[src/rtl/jfpjc_pkg.sv]
// Shared definitions for the jfpjc output framer: FSM states, JPEG marker
// bytes and a width helper for small address buses.
package jfpjc_pkg;

  typedef enum logic [2:0] {
    S_IDLE,
    S_HEADER,
    S_DATA,
    S_EOI_FF,
    S_EOI_D9
  } state_t;

  localparam logic [7:0] MARKER_PREFIX = 8'hFF;
  localparam logic [7:0] EOI           = 8'hD9;
  localparam logic [7:0] STUFF         = 8'h00;

  // Address width that stays at least one bit for single-entry memories.
  function automatic int addr_w(input int depth);
    return (depth > 1) ? $clog2(depth) : 1;
  endfunction

endpackage

[src/rtl/jfif_header_ram.sv]
// Header byte store: one write port, one registered read port.
module jfif_header_ram #(
  parameter int DEPTH = 328,
  parameter int AW    = 9
) (
  input  logic          clock,
  input  logic          i_we,
  input  logic [AW-1:0] i_waddr,
  input  logic [7:0]    i_wdata,
  input  logic [AW-1:0] i_raddr,
  output logic [7:0]    o_rdata
);

  logic [7:0] r_mem [DEPTH];
  logic [7:0] r_q;

  // Write and synchronous read; contents survive reset on purpose.
  always_ff @(posedge clock) begin
    if (i_we && (i_waddr <= AW'(DEPTH - 1))) r_mem[i_waddr] <= i_wdata;
    r_q <= r_mem[i_raddr];
  end

  assign o_rdata = r_q;

endmodule

[src/rtl/jfif_stream_framer.sv]
// JFIF byte-stream framer: header from RAM, byte-stuffed scan data, EOI.
module jfif_stream_framer
  import jfpjc_pkg::*;
#(
  parameter  int WORD_BYTES = 4,
  parameter  int HEADER_LEN = 328,
  parameter  int COUNT_W    = 32,
  localparam int AW         = addr_w(HEADER_LEN),
  localparam int LBW        = $clog2(WORD_BYTES + 1),
  localparam int DW         = 8 * WORD_BYTES
) (
  input  logic               clock,
  input  logic               reset,
  input  logic               hdr_wr_en,
  input  logic [AW-1:0]      hdr_wr_addr,
  input  logic [7:0]         hdr_wr_data,
  input  logic               stuff_en,
  input  logic               frame_start,
  input  logic [DW-1:0]      in_data,
  input  logic               in_valid,
  input  logic               in_last,
  input  logic [LBW-1:0]     in_last_bytes,
  output logic               in_ready,
  output logic [7:0]         out_data,
  output logic               out_valid,
  input  logic               out_ready,
  output logic               busy,
  output logic               frame_done,
  output logic [COUNT_W-1:0] frame_bytes
);

  localparam logic [AW-1:0] HDR_LAST = AW'(HEADER_LEN - 1);

  state_t             r_state, w_state_nxt;
  logic [7:0]         r_out_data, w_out_data_nxt;
  logic               r_out_valid, w_out_valid_nxt;
  logic [AW-1:0]      r_hdr_idx, w_hdr_idx_nxt;
  logic               r_hdr_done, w_hdr_done_nxt;
  logic [DW-1:0]      r_word, w_word_nxt;
  logic               r_word_valid, w_word_valid_nxt;
  logic [LBW-1:0]     r_left, w_left_nxt;
  logic               r_word_last, w_word_last_nxt;
  logic               r_stuff_pend, w_stuff_pend_nxt;
  logic               r_stuff_en, w_stuff_en_nxt;
  logic               r_frame_done, w_frame_done_nxt;
  logic [COUNT_W-1:0] r_frame_bytes;

  logic               w_idle, w_hs, w_out_free, w_ff_stuff, w_in_ready;
  logic [AW-1:0]      w_rd_addr;
  logic [7:0]         w_ram_q;
  logic [DW-1:0]      w_word_shift;
  logic [LBW-1:0]     w_first_left;

  // The frame_done cycle still counts as busy, so it is not idle yet.
  assign w_idle       = (r_state == S_IDLE) && !r_frame_done;
  assign w_hs         = r_out_valid && out_ready;
  assign w_out_free   = !r_out_valid || out_ready;
  // The byte on the output is a data 0xFF that still owes its 0x00.
  assign w_ff_stuff   = r_stuff_en && !r_stuff_pend && (r_out_data == MARKER_PREFIX);
  // The word register keeps the current byte in its top lane.
  assign w_word_shift = r_word << 8;
  assign w_first_left = (in_last && (in_last_bytes != '0)) ? in_last_bytes - LBW'(1)
                                                           : LBW'(WORD_BYTES - 1);
  // A new word may enter only as the previous one's last byte leaves cleanly.
  assign w_in_ready   = (r_state == S_DATA) &&
                        (!r_word_valid ||
                         ((r_left == '0) && out_ready && !r_stuff_pend &&
                          !w_ff_stuff && !r_word_last));

  jfif_header_ram #(
    .DEPTH (HEADER_LEN),
    .AW    (AW)
  ) u_hdr_ram (
    .clock   (clock),
    .i_we    (hdr_wr_en && w_idle),
    .i_waddr (hdr_wr_addr),
    .i_wdata (hdr_wr_data),
    .i_raddr (w_rd_addr),
    .o_rdata (w_ram_q)
  );

  // Next-state and datapath decisions for every state.
  always_comb begin
    w_state_nxt      = r_state;
    w_out_data_nxt   = r_out_data;
    w_out_valid_nxt  = r_out_valid;
    w_hdr_idx_nxt    = r_hdr_idx;
    w_hdr_done_nxt   = r_hdr_done;
    w_word_nxt       = r_word;
    w_word_valid_nxt = r_word_valid;
    w_left_nxt       = r_left;
    w_word_last_nxt  = r_word_last;
    w_stuff_pend_nxt = r_stuff_pend;
    w_stuff_en_nxt   = r_stuff_en;
    w_frame_done_nxt = 1'b0;
    w_rd_addr        = '0;
    case (r_state)
      S_IDLE: begin
        if (w_idle && frame_start) begin
          w_state_nxt      = S_HEADER;
          w_stuff_en_nxt   = stuff_en;
          w_hdr_idx_nxt    = '0;
          w_hdr_done_nxt   = 1'b0;
          w_word_valid_nxt = 1'b0;
          w_stuff_pend_nxt = 1'b0;
        end
      end
      S_HEADER: begin
        if (r_hdr_done) begin
          if (w_hs) begin
            w_out_valid_nxt = 1'b0;
            w_state_nxt     = S_DATA;
          end
        end else if (w_out_free) begin
          w_out_data_nxt  = w_ram_q;
          w_out_valid_nxt = 1'b1;
          if (r_hdr_idx == HDR_LAST) w_hdr_done_nxt = 1'b1;
          else                       w_hdr_idx_nxt  = r_hdr_idx + AW'(1);
        end
        // Prefetch whichever byte will be loaded next cycle.
        w_rd_addr = w_hdr_idx_nxt;
      end
      S_DATA: begin
        if (r_word_valid && w_hs) begin
          w_stuff_pend_nxt = 1'b0;
          if (w_ff_stuff) begin
            w_out_data_nxt   = STUFF;
            w_stuff_pend_nxt = 1'b1;
          end else if (r_left != '0) begin
            w_word_nxt     = w_word_shift;
            w_out_data_nxt = w_word_shift[DW-1 -: 8];
            w_left_nxt     = r_left - LBW'(1);
          end else begin
            w_word_valid_nxt = 1'b0;
            w_out_valid_nxt  = 1'b0;
            if (r_word_last) begin
              w_state_nxt     = S_EOI_FF;
              w_out_data_nxt  = MARKER_PREFIX;
              w_out_valid_nxt = 1'b1;
            end
          end
        end
        if (w_in_ready && in_valid) begin
          w_word_nxt       = in_data;
          w_word_valid_nxt = 1'b1;
          w_left_nxt       = w_first_left;
          w_word_last_nxt  = in_last;
          w_out_data_nxt   = in_data[DW-1 -: 8];
          w_out_valid_nxt  = 1'b1;
        end
      end
      S_EOI_FF: begin
        if (w_hs) begin
          w_out_data_nxt = EOI;
          w_state_nxt    = S_EOI_D9;
        end
      end
      S_EOI_D9: begin
        if (w_hs) begin
          w_out_valid_nxt  = 1'b0;
          w_frame_done_nxt = 1'b1;
          w_state_nxt      = S_IDLE;
        end
      end
      default: w_state_nxt = S_IDLE;
    endcase
  end

  // State register.
  always_ff @(posedge clock) begin
    if (reset) r_state <= S_IDLE;
    else       r_state <= w_state_nxt;
  end

  // Datapath registers and the frame byte counter.
  always_ff @(posedge clock) begin
    if (reset) begin
      r_out_data    <= '0;
      r_out_valid   <= 1'b0;
      r_hdr_idx     <= '0;
      r_hdr_done    <= 1'b0;
      r_word        <= '0;
      r_word_valid  <= 1'b0;
      r_left        <= '0;
      r_word_last   <= 1'b0;
      r_stuff_pend  <= 1'b0;
      r_stuff_en    <= 1'b0;
      r_frame_done  <= 1'b0;
      r_frame_bytes <= '0;
    end else begin
      r_out_data    <= w_out_data_nxt;
      r_out_valid   <= w_out_valid_nxt;
      r_hdr_idx     <= w_hdr_idx_nxt;
      r_hdr_done    <= w_hdr_done_nxt;
      r_word        <= w_word_nxt;
      r_word_valid  <= w_word_valid_nxt;
      r_left        <= w_left_nxt;
      r_word_last   <= w_word_last_nxt;
      r_stuff_pend  <= w_stuff_pend_nxt;
      r_stuff_en    <= w_stuff_en_nxt;
      r_frame_done  <= w_frame_done_nxt;
      if (w_idle && frame_start) r_frame_bytes <= '0;
      else if (w_hs)             r_frame_bytes <= r_frame_bytes + COUNT_W'(1);
    end
  end

  assign in_ready    = w_in_ready;
  assign out_data    = r_out_data;
  assign out_valid   = r_out_valid;
  assign busy        = (r_state != S_IDLE) || r_frame_done;
  assign frame_done  = r_frame_done;
  assign frame_bytes = r_frame_bytes;

endmodule

[config.mk]
export PLATFORM = sky130hd
export DESIGN_NAME = jfif_stream_framer
export DESIGN_NICKNAME = d
export VERILOG_FILES = /design/src/rtl/jfpjc_pkg.sv /design/src/rtl/jfif_header_ram.sv /design/src/rtl/jfif_stream_framer.sv
export SDC_FILE = /design/constraint.sdc
export NUM_CORES = 2
export LEC_CHECK = 0
export ABC_AREA = 1
export BUFFER_PORTS_ARGS = -buffer_cell sky130_fd_sc_hd__clkbuf_2
export CORE_AREA = 5 5 427 429
export DETAILED_ROUTE_END_ITERATION = 7
export DIE_AREA = 0 0 432 434
export PLACE_DENSITY_LB_ADDON = 0.25
export SYNTH_ARGS = -nofsm -noshare
export SYNTH_HDL_FRONTEND = slang
export SYNTH_SLANG_ARGS = --single-unit
[constraint.sdc]
create_clock -name clock -period 3.5 [get_ports clock]
set_input_delay 0.175 -clock clock [delete_from_list [all_inputs] [get_ports clock]]
set_output_delay 0.175 -clock clock [all_outputs]
set_load 0.01 [all_outputs]
==> results.cfg <==
[status]
run_status = complete, but fails checks
violations = design-rule violations

[sta]
final.hold.worst_slack_ns = 0.150
timing.final.hold_violations = 0
finalClockSkew_ns = 0.0543
finalCriticalPeriod_ns = 3.49
slew_violations = 0
rsz0062_at_grt = true
max-slew-margin-rel = 0.219
max_slew.worst_pin.slew_ns = 1.17
finalSetupViolations = 0
ratio_of_final_minimum_period_to_clock_period = 0.996
maxClockFrequency_ghz = 0.287

[logic_synthesis]
synth_async_sr_flop_share = 0
post_synth_main_area_contributors = edfxtp_1 71%, nand3_1 11%, nand2_1 8.5%
synthesis.area_per_instance_um2 = 11.7
synth.top_cells.by_count = 2,624 x edfxtp_1, 2,541 x nand3_1, 2,519 x nand2_1
synth_flop_cell = edfxtp_1
ys_seq_elements = 2718
synth_nets = 9623
yosysWarnings = 0
yosysSeqAreaShare = 0.723
yosys.area.top_type_share = 0.706
postSynthCellCount = 9557
post-synth-top-area-cell = edfxtp_1
netlist_area_um2 = 112000
yosys.cell_count.top_type = edfxtp_1
synth-edff-count = 2624
post_synth_num_cell_types = 49

[routing]
drc = 16
via_count = 82900
drt_first_pass_iters = 8
final_antenna_net_count = 0
avgRoutedWirePerCell_um = 26.4
drt-vias-per-instance = 6.53
detail_route.wirelength_mm = 335
drt_iter0_drc = 14100

[pwr]
power.ir.vdd_worst_mv = 0.493
power.density_nw_per_um2 = 621
static_power_due_to_leakage_nw = 46.4
fin_total_pwr_mw = 80.8

[critical_path]
worstRegToRegCells = 12
crit_path_max_fanout = 24
cp_data_required_time_ns = 4.29
cp-start-kind = flip-flop
arrival_ns = 4.27
category_of_the_most_critical_setup_path = flip-flop to flip-flop
timing.critical_path.to_type = flip-flop

[global_route]
antenna_found_initial = 16
largest_net_degree_at_the_start_of_global_routing = 135
grt_usage = 0.348
grt_pass1_vias = 79800
grt_first_pass_wirelength_mm = 491
grt.overflow.total = 0

[clocking]
clockBufferDepth = 4
tritoncts.num_buffers = 286
latest_clock_arrival_within_the_worst_skew_pair_ns = 0.93
clkTransAtPathRegs_ns = 0.06
cts.htree.levels = 5
cts-root-buf = clkbuf_16
tritoncts_clock_tree = yes
cts_num_sinks = 2718

[die]
start_util = 0.628
core_area_um2 = 178000
chipHeight_um = 434
top_level_port_count = 104
die_area_um2 = 187000
row_count = 155
die_width_um = 432

[hold_path]
hold_class = input port to flip-flop
hold_path_depth = 6

[job]
max-cap-violations = 0

[layout]
drive_above_1_share = 0.131
n_fill_cell = 11100
postLayoutCoreUtil = 0.731
nNetsFinal = 10200
fin_area_um2 = 130000
instances_no_fill = 12700
synthToLayoutAreaGrowth_pct = 16.5

[placement]
place_inst = 12100
post-dp-hpwl_mm = 191
postPlaceCellArea_um2 = 120000
count_of_input_and_output_buffers = 103
gp_congestion = 0.917
-- logic make-up after synthesis --
| group | Yosys count | synth area share |
|---|---|---|
| simple gates | 5790 | 0.231 |
| compound gates | 217 | 0.0114 |
| buf+inv | 807 | 0.0332 |
| mux | 8 | 0.000717 |
| fa+ha+maj | 6 | 0.000672 |
| xor+xnor | 11 | 0.000863 |
| flops | 2718 | 0.723 |
-- flip-flops by register name (all words and copies together), names as in the netlist, 3 cells and up --
| name | flops |
|---|---|
| u_hdr_ram.o_rdata | 8 |
| r_left | 3 |
| out_data | 8 |
| r_state | 3 |
| u_hdr_ram.r_mem | 2624 |
| frame_bytes | 32 |
| r_word | 24 |
| r_hdr_idx | 9 |
-- area by class of cell --
class / instances / area, um^2 / area share
repair buffers: 984 / 9800 / 0.0754
multi-input cells: 6032 / 27700 / 0.213
clock buffers: 372 / 7650 / 0.0588
clock inverters: 104 / 729 / 0.00561
flip-flops and latches: 2718 / 80700 / 0.620
inverters: 116 / 494 / 0.00380
well taps: 2355 / 2950 / 0.0227
repair inverters: 3 / 40.0 / 0.000308
diodes: 10 / 25.0 / 0.000192
-- routing by layer --
layer,global-route usage,vias up,part of all wire
met4,0.185,14,0.060
met2,0.540,6493,0.46
met1,0.462,39600,0.35
li1,-,35500,-
met3,0.0860,1232,0.13
met5,0.000260,-,0.00043
-- where the power goes --
part           internal, mW  switching, mW  leakage, nW  total, mW
clock                  16.0           12.0         4.07       28.0
sequential             35.8          0.205         24.3       36.0
combinational          5.17           11.6         18.0       16.8
total                  56.9           23.8         46.4       80.8
-- layout by cell type, fill, tap and decap left out, types with 15 or more instances in the layout --
master / count
o21ai_0: 72
a21oi_1: 63
nor3_1: 37
clkinv_1: 56
nand3_1: 2491
clkbuf_1: 76
dfxtp_1: 94
nand2_1: 2500
nor2_1: 410
o211ai_1: 27
nand2_2: 18
nand3_4: 15
dlygate4sd3_1: 96
a31oi_1: 18
edfxtp_1: 2624
buf_16: 15
buf_12: 136
buf_6: 18
buf_4: 600
clkbuf_2: 95
clkinv_2: 26
nand4_1: 243
clkbuf_16: 303
inv_1: 101
nand3_2: 37
-- worst paths after layout --
path | from | to | slack [ns]
max | r_state[2]$_SDFFE_PP0P_ | r_word[15]$_SDFFE_PP0P_ | 0.01
min | in_data[23] | r_word[23]$_SDFFE_PP0P_ | 0.15
max reg2reg | r_state[2]$_SDFFE_PP0P_ | r_word[15]$_SDFFE_PP0P_ | 0.01
min reg2reg | frame_bytes[21]$_SDFFE_PP0P_ | frame_bytes[21]$_SDFFE_PP0P_ | 0.50
-- metrics by stage --
step	setup TNS, ns	setup WS, ns
after detailed placement	-1.99	-0.395
after global routing	-0.358	-0.0804
after CTS	-0.0161	-0.0130
after floorplan	0	0.805
after global placement	-2.01	-0.353
final	0	0.0143
-- critical path, stage by stage, from the launching register on --
cell and delay, ns:
dfxtp_1 0.38, nor2_1 0.18, inv_1 0.14, nor2_1 0.17, buf_4 0.21, inv_1 0.22, a21oi_2 0.26, nand2_2 0.21
nand2_1 0.21, clkinvlp_4 0.41, nand2_1 0.22, a31oi_1 0.12, dlygate4sd3_1 0.62
-- what timing repair did --
item	in CTS	in global routing
setup buffers	7	13
endpoints found under the hold margin	835	0
resized for setup	37	80
hold buffers	96	0
pin swaps	1	2
endpoints found under the setup margin	8	1669
gates cloned	5	12
Power figures use the tool's default switching activity.
